### src/rtl/systolic_pkg.sv
// Shared types and defaults for the systolic array edge feeder.
package systolic_pkg;

    localparam int DEFAULT_DATA_SIZE = 4;
    localparam int DEFAULT_N         = 4;
    localparam int FEED_CYCLES       = 3 * DEFAULT_N - 2;

    typedef enum logic [2:0] {
        IDLE,
        CLEAR,
        FEED,
        DRAIN,
        DONE
    } feeder_state_t;

    // The skewed wavefront needs 2N-1 diagonals plus N-1 cycles of tail padding.
    function automatic int feed_cycles(input int n);
        return 3 * n - 2;
    endfunction

endpackage

### src/rtl/operand_bank.sv
// One N*N operand bank: a single write port and N combinational read ports.
module operand_bank #(
    parameter int DATA_SIZE = 4,
    parameter int N         = 4,
    parameter int AW        = $clog2(N * N)
) (
    input  logic                                clk,
    input  logic                                we_i,
    input  logic [AW-1:0]                       waddr_i,
    input  logic [DATA_SIZE-1:0]                wdata_i,
    input  logic [N-1:0][AW-1:0]                raddr_i,
    output logic [N-1:0][DATA_SIZE-1:0]         rdata_o
);

    localparam logic [AW:0] Depth = (AW + 1)'(N * N);

    logic [DATA_SIZE-1:0] mem_q [N * N];

    // Contents survive reset; out-of-range addresses are dropped.
    always_ff @(posedge clk) begin
        if (we_i && ({1'b0, waddr_i} < Depth)) begin
            mem_q[waddr_i] <= wdata_i;
        end
    end

    always_comb begin
        rdata_o = '0;
        for (int p = 0; p < N; p++) begin
            rdata_o[p] = mem_q[raddr_i[p]];
        end
    end

endmodule

### src/rtl/systolic_feeder.sv
// Feeds skewed A rows / B columns into an N x N systolic PE array.
// Define SYSTOLIC_FEEDER_OUT_REG_EN to register a_out, b_out, pe_clear and done.
module systolic_feeder
    import systolic_pkg::*;
#(
    parameter int DATA_SIZE = DEFAULT_DATA_SIZE,
    parameter int N         = DEFAULT_N
) (
    input  logic                          clk,
    input  logic                          reset,
    input  logic                          load_valid,
    output logic                          load_ready,
    input  logic                          load_sel,
    input  logic [$clog2(N*N)-1:0]        load_addr,
    input  logic [DATA_SIZE-1:0]          load_data,
    input  logic                          start,
    output logic                          busy,
    output logic                          done,
    output logic                          pe_clear,
    output logic [N*DATA_SIZE-1:0]        a_out,
    output logic [N*DATA_SIZE-1:0]        b_out
);

    localparam int AW         = $clog2(N * N);
    localparam int FeedCycles = feed_cycles(N);
    localparam int CW         = $clog2(FeedCycles);

    feeder_state_t state_q, state_d;
    logic [CW-1:0] cnt_q, cnt_d;

    logic [N-1:0][AW-1:0]        rdAddrA, rdAddrB;
    logic [N-1:0][DATA_SIZE-1:0] rdDataA, rdDataB;
    logic [N-1:0]                laneValid;
    logic [N*DATA_SIZE-1:0]      aRaw, bRaw;
    logic                        clearRaw, doneRaw;
    logic                        weA, weB;

    assign load_ready = (state_q == IDLE);
    assign busy       = (state_q == CLEAR) || (state_q == FEED) || (state_q == DRAIN);
    assign weA        = load_valid && load_ready && !load_sel;
    assign weB        = load_valid && load_ready && load_sel;

    operand_bank #(.DATA_SIZE(DATA_SIZE), .N(N), .AW(AW)) bankA (
        .clk     (clk),
        .we_i    (weA),
        .waddr_i (load_addr),
        .wdata_i (load_data),
        .raddr_i (rdAddrA),
        .rdata_o (rdDataA)
    );

    operand_bank #(.DATA_SIZE(DATA_SIZE), .N(N), .AW(AW)) bankB (
        .clk     (clk),
        .we_i    (weB),
        .waddr_i (load_addr),
        .wdata_i (load_data),
        .raddr_i (rdAddrB),
        .rdata_o (rdDataB)
    );

    always_ff @(posedge clk) begin
        if (reset) begin
            state_q <= IDLE;
            cnt_q   <= '0;
        end else begin
            state_q <= state_d;
            cnt_q   <= cnt_d;
        end
    end

    always_comb begin
        state_d = state_q;
        cnt_d   = cnt_q;
        case (state_q)
            IDLE: begin
                if (start) begin
                    state_d = CLEAR;
                    cnt_d   = '0;
                end
            end
            CLEAR: begin
                state_d = FEED;
                cnt_d   = '0;
            end
            FEED: begin
                if (cnt_q == CW'(FeedCycles - 1)) begin
                    state_d = DRAIN;
                    cnt_d   = '0;
                end else begin
                    cnt_d = cnt_q + 1'b1;
                end
            end
            DRAIN: begin
                if (cnt_q == CW'(N - 1)) begin
                    state_d = DONE;
                    cnt_d   = '0;
                end else begin
                    cnt_d = cnt_q + 1'b1;
                end
            end
            DONE: begin
                state_d = IDLE;
                cnt_d   = '0;
            end
            default: begin
                state_d = IDLE;
                cnt_d   = '0;
            end
        endcase
    end

    // Lane k reads diagonal element t-k; A walks along row k, B down column k.
    always_comb begin
        rdAddrA   = '0;
        rdAddrB   = '0;
        laneValid = '0;
        if (state_q == FEED) begin
            for (int i = 0; i < N; i++) begin
                if ((int'(cnt_q) >= i) && (int'(cnt_q) < i + N)) begin
                    laneValid[i] = 1'b1;
                    rdAddrA[i]   = AW'(i * N + int'(cnt_q) - i);
                    rdAddrB[i]   = AW'((int'(cnt_q) - i) * N + i);
                end
            end
        end
    end

    always_comb begin
        aRaw = '0;
        bRaw = '0;
        for (int i = 0; i < N; i++) begin
            if (laneValid[i]) begin
                aRaw[i*DATA_SIZE +: DATA_SIZE] = rdDataA[i];
                bRaw[i*DATA_SIZE +: DATA_SIZE] = rdDataB[i];
            end
        end
    end

    assign clearRaw = (state_q == CLEAR);
    assign doneRaw  = (state_q == DONE);

`ifdef SYSTOLIC_FEEDER_OUT_REG_EN
    logic [N*DATA_SIZE-1:0] aOut_q, bOut_q;
    logic                   peClear_q, done_q;

    always_ff @(posedge clk) begin
        if (reset) begin
            aOut_q    <= '0;
            bOut_q    <= '0;
            peClear_q <= 1'b0;
            done_q    <= 1'b0;
        end else begin
            aOut_q    <= aRaw;
            bOut_q    <= bRaw;
            peClear_q <= clearRaw;
            done_q    <= doneRaw;
        end
    end

    assign a_out    = aOut_q;
    assign b_out    = bOut_q;
    assign pe_clear = peClear_q;
    assign done     = done_q;
`else
    assign a_out    = aRaw;
    assign b_out    = bRaw;
    assign pe_clear = clearRaw;
    assign done     = doneRaw;
`endif

endmodule

### config.mk
export PLATFORM = sky130hd
export DESIGN_NAME = systolic_feeder
export DESIGN_NICKNAME = d
export VERILOG_FILES = /design/src/rtl/systolic_pkg.sv /design/src/rtl/operand_bank.sv /design/src/rtl/systolic_feeder.sv
export SDC_FILE = /design/constraint.sdc
export NUM_CORES = 1
export LEC_CHECK = 0
export CAP_MARGIN = 0
export CORE_MARGIN = 10
export CORE_UTILIZATION = 50
export CTS_CLUSTER_DIAMETER = 200
export DETAILED_ROUTE_END_ITERATION = 8
export GPL_ROUTABILITY_DRIVEN = 0
export GPL_TIMING_DRIVEN = 0
export PLACE_DENSITY = 0.74
export SLEW_MARGIN = 15
export SYNTH_ARGS = -nofsm -noshare
export SYNTH_HDL_FRONTEND = slang
export SYNTH_SLANG_ARGS = --single-unit
### constraint.sdc
create_clock -name clk -period 3.5 [get_ports clk]
set_clock_uncertainty 0.1 [all_clocks]
set_input_delay 0.7 -clock clk [delete_from_list [all_inputs] [get_ports clk]]
set_output_delay 0.7 -clock clk [all_outputs]
set_load 0.05 [all_outputs]
* Word-level counts from Yosys, hierarchy flattened *
Memory sizes are Yosys's and may differ from the RTL's.
Index checks and enable logic that the tools add are counted.

word-level totals
  memories = 2
  bits in latches = 0
  bits in registers = 7
  input port bits = 13
  logic and storage cells = 79
  ROM bits = 0
  output and inout bits = 36
  memory bits (writable) = 128

operators by class
  multiplexer cells = 35
  add/sub/neg operators = 13
  $mul = 0
  reduce and logical (&&, ||, !) cells = 11
  shifts and indexed selects = 0
  magnitude comparators = 7
  equality and inequality tests = 9
  bitwise operators = 0
  divide/modulo/power cells = 0

memory list
  memory       words  bits a word  read ports  clocked after memory_dff  wr ports  RTL line            RTL
  bankA.mem_q  16     4            4           0                         1         operand_bank.sv:17  logic [DATA_SIZE-1:0] mem_q [N * N];
  bankB.mem_q  16     4            4           0                         1         operand_bank.sv:17

operators by type and width
  operator                                                number
  two-way mux 4 bit                                       20
  two-way mux 16 bit                                      2
  < comparator 4 x 3 -> 1 bit (second input constant)     4
  case mux 3 bit (4 select lines)                         1
  case mux 4 bit (3 select lines)                         1
  two-way mux 3 bit                                       3
  adder 4 x 3 -> 4 bit (second input constant)            2
  adder 4 bit (first input constant)                      2
  >= comparator 4 x 2 -> 1 bit (second input constant)    2
  two-way mux 1 bit                                       8
  subtractor 4 x 2 -> 4 bit (second input constant)       2
  equality test 3 x 2 -> 1 bit (second input constant)    2
  logical AND 1 bit                                       6
  adder 3 x 4 -> 4 bit (first input constant)             1
  adder 4 x 1 -> 4 bit (second input constant)            1
  adder 4 x 2 -> 4 bit (second input constant)            1
  equality test 4 x 2 -> 1 bit (second input constant)    1
  equality test 4 bit (second input constant)             1
  >= comparator 4 x 1 -> 1 bit (second input constant)    1
  inequality test 2 x 1 -> 1 bit (second input constant)  2
  subtractor 2 bit (second input constant)                2
  subtractor 4 x 1 -> 4 bit (second input constant)       1
  equality test 3 x 1 -> 1 bit (second input constant)    1
  equality test 3 bit (second input constant)             1
  6 further kinds                                         7

* Depth between registers and ports, before layout *
Gate-level depths: netlist of the first run.
An unclocked memory read counts as a cell.

  word-level depth = 6
  depth in mapped cells = 12
  gate-level depth less buffers = 8

* Hierarchy *
A second synthesis of the first run with hierarchy kept.

second synthesis, totals
  cells, all modules = 611
  area, all modules = 9406.5 µm²

modules (own cells, without submodules)
  module           area an instance (µm²)  sequential area each (µm²)  cells each  instances
  operand_bank     4249.1                  1921.8                      243         2
  systolic_feeder  908.4                   140.1                       125         1

* Least setup slack after synthesis of the first run *
OpenSTA, ideal clock, no wires.

  path kind = register -> output
  start = register cnt_q[1]
  end = output port a_out[5]
  data required time = 2.700 ns
  arrival time = 3.778 ns
  cell stages (with the launch flop) = 10
  buffers on the path = 1
  setup slack = -1.078 ns
  path through = dfxtp_1 > buf_1 > inv_1 > ha_1 > nor3b_1 > nor3_2 > nand2_2 > a22oi_1 > mux4_2 > a211oi_1

on the way
  cells in the longest elaborated chain, start to end = 6
  elaborated cells on any way between the ends = 11
  classes of those cells = add/sub: 2; order compare: 2; mux: 5; reduce/logical: 1; memory: 1

ends and longest elaborated chain
  what                                                            RTL line                                        RTL
  from (decl)                                                     systolic_feeder.sv:29                           logic [CW-1:0] cnt_q, cnt_d;
  from (signal assigned)                                          systolic_feeder.sv:67                           cnt_q <= cnt_d;
  adder 3 x 4 -> 4 bit (tied with other cells)                    systolic_feeder.sv:121                          rdAddrA[i] = AW'(i * N + int'(cnt_q) - i);
  subtractor 4 x 1 -> 4 bit or logical AND 1 bit (tied branches)  systolic_feeder.sv:121, systolic_feeder.sv:119
  two-way mux 4 bit                                               systolic_feeder.sv:119                          if ((int'(cnt_q) >= i) && (int'(cnt_q) < i + N)) begin
  two-way mux 16 bit                                              systolic_feeder.sv:117                          if (state_q == FEED) begin
  memory (16 x 4 bit)                                             --
  two-way mux 4 bit (*)                                           systolic_feeder.sv:132                          if (laneValid[i]) begin
  to (decl)                                                       systolic_feeder.sv:20                           output logic [N*DATA_SIZE-1:0] a_out,

Mark *: on every way between the ends. The rest lies on a longest branch, timed or not.

* Final worst setup path of the first run *
  start = register cnt_q[1]
  end = output port a_out[4]

The elaborated chain is that of the path after synthesis.

==> results of run 1 <==
## worst max-delay path: stages (launching register included)
cell        delay [ps]
dfxtp_4            390
buf_12             110
clkinvlp_4         140
ha_4               230
xnor2_2            200
and2_4             180
buf_6              120
buf_12             130
nor3_1              80
nor3_1             670
a221oi_4           140
nor4_4             330
buf_6              200
## flip-flops by register name, indices dropped and copies added (netlist names)
signal       flops
bankA.mem_q     64
bankB.mem_q     64
state_q          3
cnt_q            4
## synth_stat cells, drive strengths merged (3+ instances only)
cell     count
nand2       83
o21ai       18
a311oi       3
nor3        10
nor3b        3
a22oi        8
nor2b       18
a2111oi      4
a31oi        4
a222oi       3
o221ai       7
a21o         3
edfxtp     128
o31ai        3
inv          9
buf         21
o22ai        3
a211oi       6
nor2        55
and2         6
and3        10
nand3       35
clkbuf      16
mux4        25
mux2i       14
or2          4
o2111ai      3
mux2         6
ha           8
a221oi      10
nor4         5
a21oi       32
dfxtp        7
nand2b       9
or3          3
## power breakdown
group	switching (mW)	internal, mW	leakage (nW)
combinational	0.398	0.238	1.81
clock	0.748	0.993	0.267
sequential	0.0113	1.78	1.21
total	1.16	3.01	3.29
## how the worst min path moves through the flow
stage                     startpoint    endpoint
after global placement    state_q[1]  state_q[2]
after floorplan           state_q[1]  state_q[2]
after global routing        cnt_q[3]  state_q[2]
after detailed placement  state_q[1]  state_q[2]
final                       cnt_q[3]  state_q[2]
after CTS                 state_q[1]  state_q[1]
## layout make-up
type                       count  share of cell area, %
clock inverter                15                   1.50
sequential                   135                   41.3
multi-input combinational    426                   37.2
buffer                        28                   2.66
tap                          180                   2.32
timing repair buffer         113                   10.0
clock buffer                  17                   4.39
inverter                      10                  0.632
## layer usage
layer / vias to the layer above / track usage, %
met3: 218 / 9.66
met5: - / 0
met4: 0 / 14.0
li1: 2589 / -
met2: 706 / 37.5
met1: 3137 / 28.4
## per-stage QoR
step           setup TNS, ps  cells  util, %  setup slack [ps]
6_report               -3330    924     69.3              -671
4_1_cts                -3510    898     66.4              -424
3_5_place_dp          -23540    835     57.0             -1520
5_1_grt                -3460    924     69.3              -714
3_3_place_gp          -22460    835     57.0             -1570
2_1_floorplan           -240    607        -              -240
## logic make-up (layout without fill, tap and decap cells)
family                   count (synthesis)  count (layout)
flip-flops                             135             135
AND/OR/NAND/NOR                        248             248
adder cells (fa/ha/maj)                  8               8
XOR/XNOR                                 4               4
buffers and inverters                   47             183
AO/OA/AOI/OAI                          120             121
multiplexers                            45              45
## repair_timing
item / CTS / global route
gates resized for setup: 231 / 74
gates cloned: 2 / 0
buffers inserted: 36 / 28
setup endpoints to repair: 32 / 25
pin swaps: 22 / 25
==> results.py, run 1 <==
metrics = {
    "status": {
        "status": "finished with violations",
        "failed_checks": "design-rule violations, negative setup slack",
    },
    "power": {
        "finalPower_mw": 4.17,
        "ir_drop_v": 0.000433,
        "p_per_area_nw_per_um2": 430,
        "power.leakage_nw": 3.29,
    },
    "global_routing": {
        "grt_pass1_vias": 6345,
        "grt_max_degree": 33,
        "grt.overflow.total": 0,
        "antenna_found_initial": 1,
        "grt_pass1_wl_um": 36500,
        "grt_use_total_pct": 24.4,
    },
    "floorplanning": {
        "dieArea_um2": 19500,
        "die_h_um": 140,
        "core_um2": 14000,
        "start_util_pct": 51.3,
        "die_w_um": 140,
        "placementRows": 43,
        "pin_count": 49,
    },
    "critical_path": {
        "critPathArrivalTime_ps": 3370,
        "r2r-start": "state_q[2]",
        "critPathCaptureType": "output pin",
        "startpoint_type": "flop",
        "r2r_end": "bankA.mem_q[1][1]",
        "required_ps": 2700,
        "cp-startpoint": "cnt_q[1]",
        "critPathKind": "flop to output pin",
        "cp-endpoint": "a_out[4]",
        "critPathMaxFanout": 7,
        "r2r_slack_ps": 840,
        "reg2reg_depth": 6,
    },
    "place": {
        "io_buffers": 48,
        "hpwl_um": 15300,
        "dpl_cell_area_um2": 7970,
    },
    "synthesis": {
        "yosys.area.top_type": "edfxtp_1",
        "synth_top_area_share_pct": 53.6,
        "synth_edf_count": 128,
        "syn_area_per_cell_um2": 11.8,
        "ys_types": 67,
        "ys_ff_latch": 135,
        "netlist_area_um2": 7170,
        "muxShareOfSynthArea_pct": 10.8,
        "postSynthCellCount": 607,
        "synth_fp_nets": 628,
        "ys_warn_count": 0,
        "yosysSeqAreaShare_pct": 55.5,
        "async_flop_share_pct": 0,
        "synth-compound-area-share_pct": 11.6,
        "synthTopCellsByArea": "edfxtp_1 (54%), mux4_2 (7.2%), nand2_1 (4.3%), nor2_1 (2.9%), nand3_1 (2.4%)",
        "synth-simple-area-share_pct": 17.2,
        "synth-xor-area-share_pct": 0.488,
        "synthFlopType": "edfxtp_1",
        "synth_top_family_by_area": "simple AND/OR/NAND/NOR gates",
        "synth_fa_ha_area_share_pct": 1.40,
    },
    "drt": {
        "viasPerCell": 7.20,
        "m1WireLength_um": 8700,
        "drt_pre_antenna_iters": 9,
        "post_drt_wl_per_cell_um": 28.2,
        "drtIter0Drc": 1254,
        "highest_layer": "met4",
        "met3_wirelength_um": 3630,
        "routed_wl_um": 26000,
        "route.vias.total": 6650,
        "post-route-drc-count": 22,
        "met2_length_um": 11800,
        "ant_nets": 0,
    },
    "final_layout": {
        "layout_commonest_cell": "edfxtp_1",
        "most-common-layout-cells": "edfxtp_1 (128), nand2_1 (78), buf_4 (62)",
        "final_nets": 752,
        "drive_gt1_share_pct": 35.6,
        "multiInputGateArea_um2": 3610,
        "fillerInstances": 922,
        "area_growth_pct": 35.2,
        "seq_area_um2": 4000,
        "fin_area_um2": 9700,
        "diodes": 0,
    },
    "clocking": {
        "h-tree-depth": 4,
        "clk_path_buf_depth": 2,
        "cts_made_buffers": 17,
        "tritoncts": "done",
        "ctsHoldBuffers": 0,
        "worstSkewPairLatency_ps": 430,
        "clk_pin_slew_ps": 70,
        "cts.sinks": 135,
        "cts-root-buf": "clkbuf_16",
    },
    "sta": {
        "setup_violations": 12,
        "rsz0062_at_grt": "yes",
        "fin_crit_sh_pct": 119,
        "max_freq_ghz": 0.240,
        "period_needed_ps": 4170,
        "tightest_slew_ps": 1120,
        "slew_violations": 0,
        "hold_viol_final": 0,
        "worst_slew_margin_rel_pct": 25.0,
        "timing.hold.ws_ps": 486,
        "timing.final.ws_setup_ps": -671,
    },
    "min_path": {
        "min_path_cells": 2,
        "min-delay-path-class": "flop to flop",
    },
    "run": {
        "cap_viol_max_count": 0,
    },
}
No activity file was read; power rests on OpenSTA's default activity.
==> inputs of run 2 (changes only) <==
- HOLD_SLACK_MARGIN: default -> 0.1
- PLACE_DENSITY: 0.74 -> 0.73
- SYNTH_HIERARCHICAL: default -> 1
- TNS_END_PERCENT: default -> 100
==> run 2 against run 1 <==
Net effect:
- the flow finishes with violations (negative setup slack)
- via count rose by 8.5%
- clock power rose by 8%
- routed wire length rose by 14%
- largest cell class is now multi-input gates
- cell area rose by 24%
- sequential power rose by 2%
- final cell count rose by 11%
- critical path type unchanged
- combinational power rose to 2.9 times the previous value
- area after synthesis rose by 31%
- global-route usage fell by 0.88 points
- sequential share of layout area fell by 8.2 points
- die area rose by 26%
==> results.py, run 2 <==
metrics = {
    "final_layout": {
        "final_util_pct": 64.9,
        "fin_area_um2": 12100,
        "fillerInstances": 1218,
        "final_nets": 797,
        "layout_commonest_cell": "edfxtp_1",
        "most-common-layout-cells": "edfxtp_1 (128), mux4_2 (81), buf_4 (66)",
        "largest_registers": "bankA/mem_q x64, bankB/mem_q x64, cnt_q x4",
        "area_growth_pct": 28.2,
        "drive_gt1_share_pct": 46.6,
        "diodes": 0,
    },
    "global_routing": {
        "grt_max_degree": 33,
        "grt.overflow.total": 0,
        "grt_pass1_wl_um": 43300,
        "antenna_found_initial": 0,
        "grt_pass1_vias": 6915,
        "grt_use_total_pct": 23.5,
    },
    "drt": {
        "route.vias.total": 7214,
        "drt_pre_antenna_iters": 6,
        "viasPerCell": 7.04,
        "ant_nets": 0,
        "post-route-drc-count": 0,
        "drtIter0Drc": 1129,
        "routed_wl_um": 29700,
        "post_drt_wl_per_cell_um": 29.0,
    },
    "synthesis": {
        "syn_area_per_cell_um2": 15.4,
        "synth-compound-area-share_pct": 3.46,
        "synth_fa_ha_area_share_pct": 0.931,
        "yosys.area.top_type": "edfxtp_1",
        "synth_top_area_share_pct": 40.9,
        "synth_top_family_by_area": "multiplexers",
        "async_flop_share_pct": 0,
        "ys_types": 42,
        "netlist_area_um2": 9410,
        "synthTopCellsByArea": "edfxtp_1 (41%), mux4_1 (31%), mux4_2 (3.8%), nand3_1 (3.6%), and2_1 (2.7%)",
        "yosysMostFrequentCell": "edfxtp_1",
        "synth_edf_count": 128,
        "muxShareOfSynthArea_pct": 35.2,
        "postSynthCellCount": 611,
        "synthFlopType": "edfxtp_1",
        "ys_warn_count": 6,
        "ys_top_cells_by_count": "edfxtp_1 (128), mux4_1 (112), nand3_1 (67), nand2_1 (41), and2_1 (40)",
        "synth-xor-area-share_pct": 0.186,
        "yosysSeqAreaShare_pct": 42.4,
        "synth-simple-area-share_pct": 13.8,
        "ys_ff_latch": 135,
    },
    "sta": {
        "fin_crit_sh_pct": 121,
        "timing.hold.ws_ps": 448,
        "max_freq_ghz": 0.236,
        "tns_ps": -14710,
        "period_needed_ps": 4240,
        "rsz0062_at_grt": "yes",
        "slew_violations": 0,
        "hold_viol_final": 0,
        "setup_violations": 29,
        "tightest_slew_ps": 903,
        "timing.final.ws_setup_ps": -742,
        "worst_slew_margin_rel_pct": 39.3,
    },
    "clocking": {
        "h-tree-depth": 4,
        "clk_path_buf_depth": 2,
        "cts-root-buf": "clkbuf_16",
        "tritoncts": "done",
        "clk_pin_slew_ps": 60,
        "cts_made_buffers": 17,
        "cts.sinks": 135,
        "ctsHoldBuffers": 0,
        "worstSkewPairLatency_ps": 430,
    },
    "critical_path": {
        "critPathCaptureType": "output pin",
        "startpoint_type": "flop",
        "critPathKind": "flop to output pin",
        "reg2reg_depth": 6,
        "r2r-start": "state_q[0]",
        "critPathMaxFanout": 10,
        "r2r_end": "bankB/mem_q[0][2]",
        "critPathMaxStageDelay_ps": 570,
        "r2r_slack_ps": 410,
        "crit_buf_inv": 5,
        "worstSetupPathDepth": 12,
        "worst_path_max_delay_cell": "or4b_4",
        "critPathMostFrequentCell": "buf_4",
        "cp-endpoint": "a_out[6]",
        "critPathArrivalTime_ps": 3440,
        "cp-startpoint": "cnt_q[3]",
        "required_ps": 2700,
        "cp_cell_sequence": "or4b_4 -> buf_12 -> a211oi_4 -> buf_4 -> nor2b_4 -> clkbuf_4 -> buf_4 -> mux4_2 -> a22oi_2 -> nand3_1 -> and2_4 -> buf_8",
        "path_delay_family": "simple AND/OR/NAND/NOR gates",
    },
    "floorplanning": {
        "core_um2": 18600,
        "dieArea_um2": 24700,
        "start_util_pct": 50.6,
        "die_w_um": 157,
        "placementRows": 50,
        "pin_count": 49,
        "die_h_um": 157,
    },
    "power": {
        "p_per_area_nw_per_um2": 458,
        "power.leakage_nw": 4.14,
        "ir_drop_v": 0.000352,
    },
    "place": {
        "hpwl_um": 19200,
        "dpl_cell_area_um2": 10300,
        "io_buffers": 48,
        "pre_cts_slack_ps": -1690,
    },
    "status": {
        "status": "finished with violations",
        "failed_checks": "negative setup slack",
    },
    "run": {
        "cap_viol_max_count": 0,
    },
    "min_path": {
        "min-delay-path-class": "flop to flop",
        "min_path_cells": 2,
    },
}
## run 2: worst min-delay path by stage
stage                         from       end  slack (ps)
after floorplan           cnt_q[3]  cnt_q[3]         390
after global placement    cnt_q[3]  cnt_q[3]         430
after detailed placement  cnt_q[3]  cnt_q[3]         440
after CTS                 cnt_q[1]  cnt_q[1]         450
after global routing      cnt_q[1]  cnt_q[1]         480
final                     cnt_q[1]  cnt_q[1]         450
## run 2: metrics by stage
stage | total power, mW | instances
after floorplan | 2.76 | 628
final | 5.52 | 1024
after CTS | 5.36 | 998
after global placement | 3.14 | 910
after detailed placement | 3.16 | 910
after global routing | 5.65 | 1024
## run 2: cells by family after synthesis
group                      count (synthesis)
AOI/OAI and AO/OA                         43
xor gates and xnor gates                   2
adders and majority gates                  7
buffers and inverters                     45
DFF                                      135
muxes                                    129
other                                      1
and+or+nand+nor                          249
## run 2: power breakdown
| group | leakage [nW] | total, mW | switching, mW | internal, mW |
|---|---|---|---|---|
| clock | 0.289 | 1.88 | 0.797 | 1.08 |
| combinational | 2.64 | 1.81 | 0.962 | 0.851 |
| sequential | 1.21 | 1.83 | 0.0311 | 1.80 |
## run 2: layout make-up
cell class / count / area (um^2) / area share [%]
multi-input combinational: 448 / 5260 / 43.6
sequential: 135 / 3990 / 33.1
timing repair buffer: 135 / 1390 / 11.5
buffer: 36 / 513 / 4.25
clock buffer: 17 / 425 / 3.53
tap: 234 / 293 / 2.43
clock inverter: 15 / 180 / 1.49
inverter: 4 / 15.0 / 0.124
## run 2: per-layer routing
layer,up-vias,GRT usage (%),share of wire [%]
met2,620,36.9,48
met1,3588,31.0,36
met4,0,10.2,4.5
met3,126,5.13,12
li1,2880,-,-
met5,-,0,0
## run 2: timing repair
action / CTS / global route
gates cloned: 4 / 1
setup buffers: 54 / 30
pin swaps: 44 / 33
gates resized for setup: 408 / 56
setup endpoints to repair: 32 / 33
## run 2: worst min-delay path, cell delays in order (launching register included)
cell and delay (ps):
dfxtp_2 380, nand2_1 70, a21oi_1 50
==> inputs of run 3 (changes only) <==
- GPL_ROUTABILITY_DRIVEN: 0 -> default
==> run 3 against run 2 <==
Net effect:
- the run still ends with negative setup slack left
- register-to-register slack better by 130 ps
- critical path depth is 1 lower
- power is 2.5% lower
- clock power is 5% lower
- cell area is 1.5% lower
- non-clock buffer count is 5 lower
- sequential share of layout area is 0.53 points higher
- final cell count is 0.49% lower
- die area stayed put
- count of clock-buffer cells in the layout stayed put
- maximum frequency is 0.24% higher
- critical path type unchanged
- highest routed layer unchanged
==> results.py, run 3 (synthesis results as in run 2) <==
metrics = {
    "critical_path": {
        "critPathCaptureType": "output pin",
        "worst_path_max_delay_cell": "or4b_4",
        "required_ps": 2700,
        "critPathKind": "flop to output pin",
        "critPathArrivalTime_ps": 3430,
        "critPathMaxFanout": 7,
        "crit_buf_inv": 4,
        "startpoint_type": "flop",
        "cp_cell_sequence": "or4b_4 -> a311oi_4 -> buf_6 -> and2_4 -> buf_12 -> buf_12 -> mux4_1 -> nand3_1 -> nand3_1 -> and2_4 -> buf_6",
        "path_delay_family": "simple AND/OR/NAND/NOR gates",
        "critPathMaxStageDelay_ps": 610,
    },
    "place": {
        "io_buffers": 48,
        "gp_congestion": 0.960,
        "dp_cells": 910,
        "hpwl_um": 19700,
        "dpl_cell_area_um2": 10300,
    },
    "drt": {
        "drtIter0Drc": 914,
        "m1WireLength_um": 11400,
        "route.vias.total": 7088,
        "met3_wirelength_um": 3420,
        "post-route-drc-count": 0,
        "ant_nets": 0,
        "drt_pre_antenna_iters": 5,
        "routed_wl_um": 29600,
        "met2_length_um": 14200,
        "post_drt_wl_per_cell_um": 29.1,
        "viasPerCell": 6.96,
        "highest_layer": "met4",
    },
    "clocking": {
        "h-tree-depth": 4,
        "worstSkewPairLatency_ps": 430,
        "cts-root-buf": "clkbuf_16",
        "clk_path_buf_depth": 2,
        "clk_pin_slew_ps": 60,
        "tritoncts": "done",
        "cts.sinks": 135,
        "ctsHoldBuffers": 0,
        "cts_made_buffers": 17,
    },
    "sta": {
        "hold_viol_final": 0,
        "max_freq_ghz": 0.236,
        "fin_crit_sh_pct": 121,
        "tns_ps": -13430,
        "rsz0062_at_grt": "yes",
        "slew_violations": 0,
        "setup_violations": 28,
        "timing.hold.ws_ps": 522,
        "period_needed_ps": 4230,
        "timing.final.ws_setup_ps": -732,
        "worst_slew_margin_rel_pct": 41.4,
        "tightest_slew_ps": 871,
    },
    "floorplanning": {
        "die_h_um": 157,
        "pin_count": 49,
        "core_um2": 18600,
        "dieArea_um2": 24700,
        "placementRows": 50,
        "die_w_um": 157,
        "start_util_pct": 50.6,
    },
    "power": {
        "power.leakage_nw": 4.08,
        "p_per_area_nw_per_um2": 453,
        "ir_drop_v": 0.000406,
    },
    "final_layout": {
        "fin_cells": 1019,
        "layout_commonest_cell": "edfxtp_1",
        "area_growth_pct": 26.3,
        "diodes": 0,
        "most-common-layout-cells": "edfxtp_1 (128), mux4_2 (83), buf_4 (60)",
        "final_nets": 792,
        "drive_gt1_share_pct": 46.0,
        "fin_area_um2": 11900,
        "largest_registers": "bankA/mem_q x64, bankB/mem_q x64, cnt_q x4",
    },
    "status": {
        "status": "finished with violations",
        "failed_checks": "negative setup slack",
    },
    "global_routing": {
        "grt_pass1_vias": 6738,
        "antenna_found_initial": 0,
        "grt_pass1_wl_um": 43300,
        "grt.overflow.total": 0,
        "grt_max_degree": 33,
        "grt_use_total_pct": 23.8,
    },
    "run": {
        "cap_viol_max_count": 0,
    },
    "min_path": {
        "min-delay-path-class": "flop to flop",
    },
}
[run 3: cell types whose count changed in the layout (fill, tap and decap cells not counted), sizes merged]
cell,before,now
bufinv,2,1
buf,150,146
clkinv,1,3
clkbuf,26,25
clkinvlp,3,2
[run 3: worst register-to-register path, delay by kind of cell (launching register included)]
family,cells,cell delay [ps]
and+or+nand+nor,4,1900
DFF,1,320
buffers and inverters,2,260
[run 3: layer usage]
metal | vias up | track usage (%)
met5 | - | 0
met4 | 0 | 6.72
met3 | 59 | 6.91
met2 | 473 | 36.5
met1 | 3685 | 32.3
li1 | 2871 | -
[run 3: where the power goes]
part           switching, mW  leakage, nW  total (mW)  internal [mW]
clock network          0.780        0.283        1.79           1.01
registers             0.0287         1.21        1.83           1.80
logic                  0.950         2.59        1.77          0.818
[run 3: area by class of cell]
cell class,count,area (um^2)
Buffer,35,447
Clock buffer,17,425
Clock inverter,15,154
Fill cell,1282,6700
Inverter,4,18.8
Multi-Input combinational cell,448,5240
Sequential cell,135,4000
Tap cell,234,293
Timing Repair Buffer,131,1310
[run 3: path summary, 6_finish.rpt]
path,startpoint,end,slack [ps],cells after the start
hold reg to reg,state_q[1],state_q[2],520,3
setup reg to reg,state_q[2],bankB/mem_q[0][2],540,6
hold / removal,state_q[1],state_q[2],520,3
setup / recovery,cnt_q[3],a_out[9],-730,11
[run 3: repair_timing]
item / CTS / global route
cloned: 3 / 1
pin swaps: 38 / 40
setup buffers: 45 / 39
resized for setup: 372 / 98
setup endpoints to repair: 32 / 33
hold endpoints to repair: 0 / 0
[run 3: per-stage QoR]
stage | setup slack, ps | power (mW) | utilization, %
after detailed placement | -1490 | 3.16 | 55.4
after global routing | -767 | 5.56 | 64.0
after CTS | -723 | 5.21 | 62.0
after floorplan | -22.2 | 2.76 | -
after global placement | -1470 | 3.16 | 55.4
final | -732 | 5.39 | 64.0
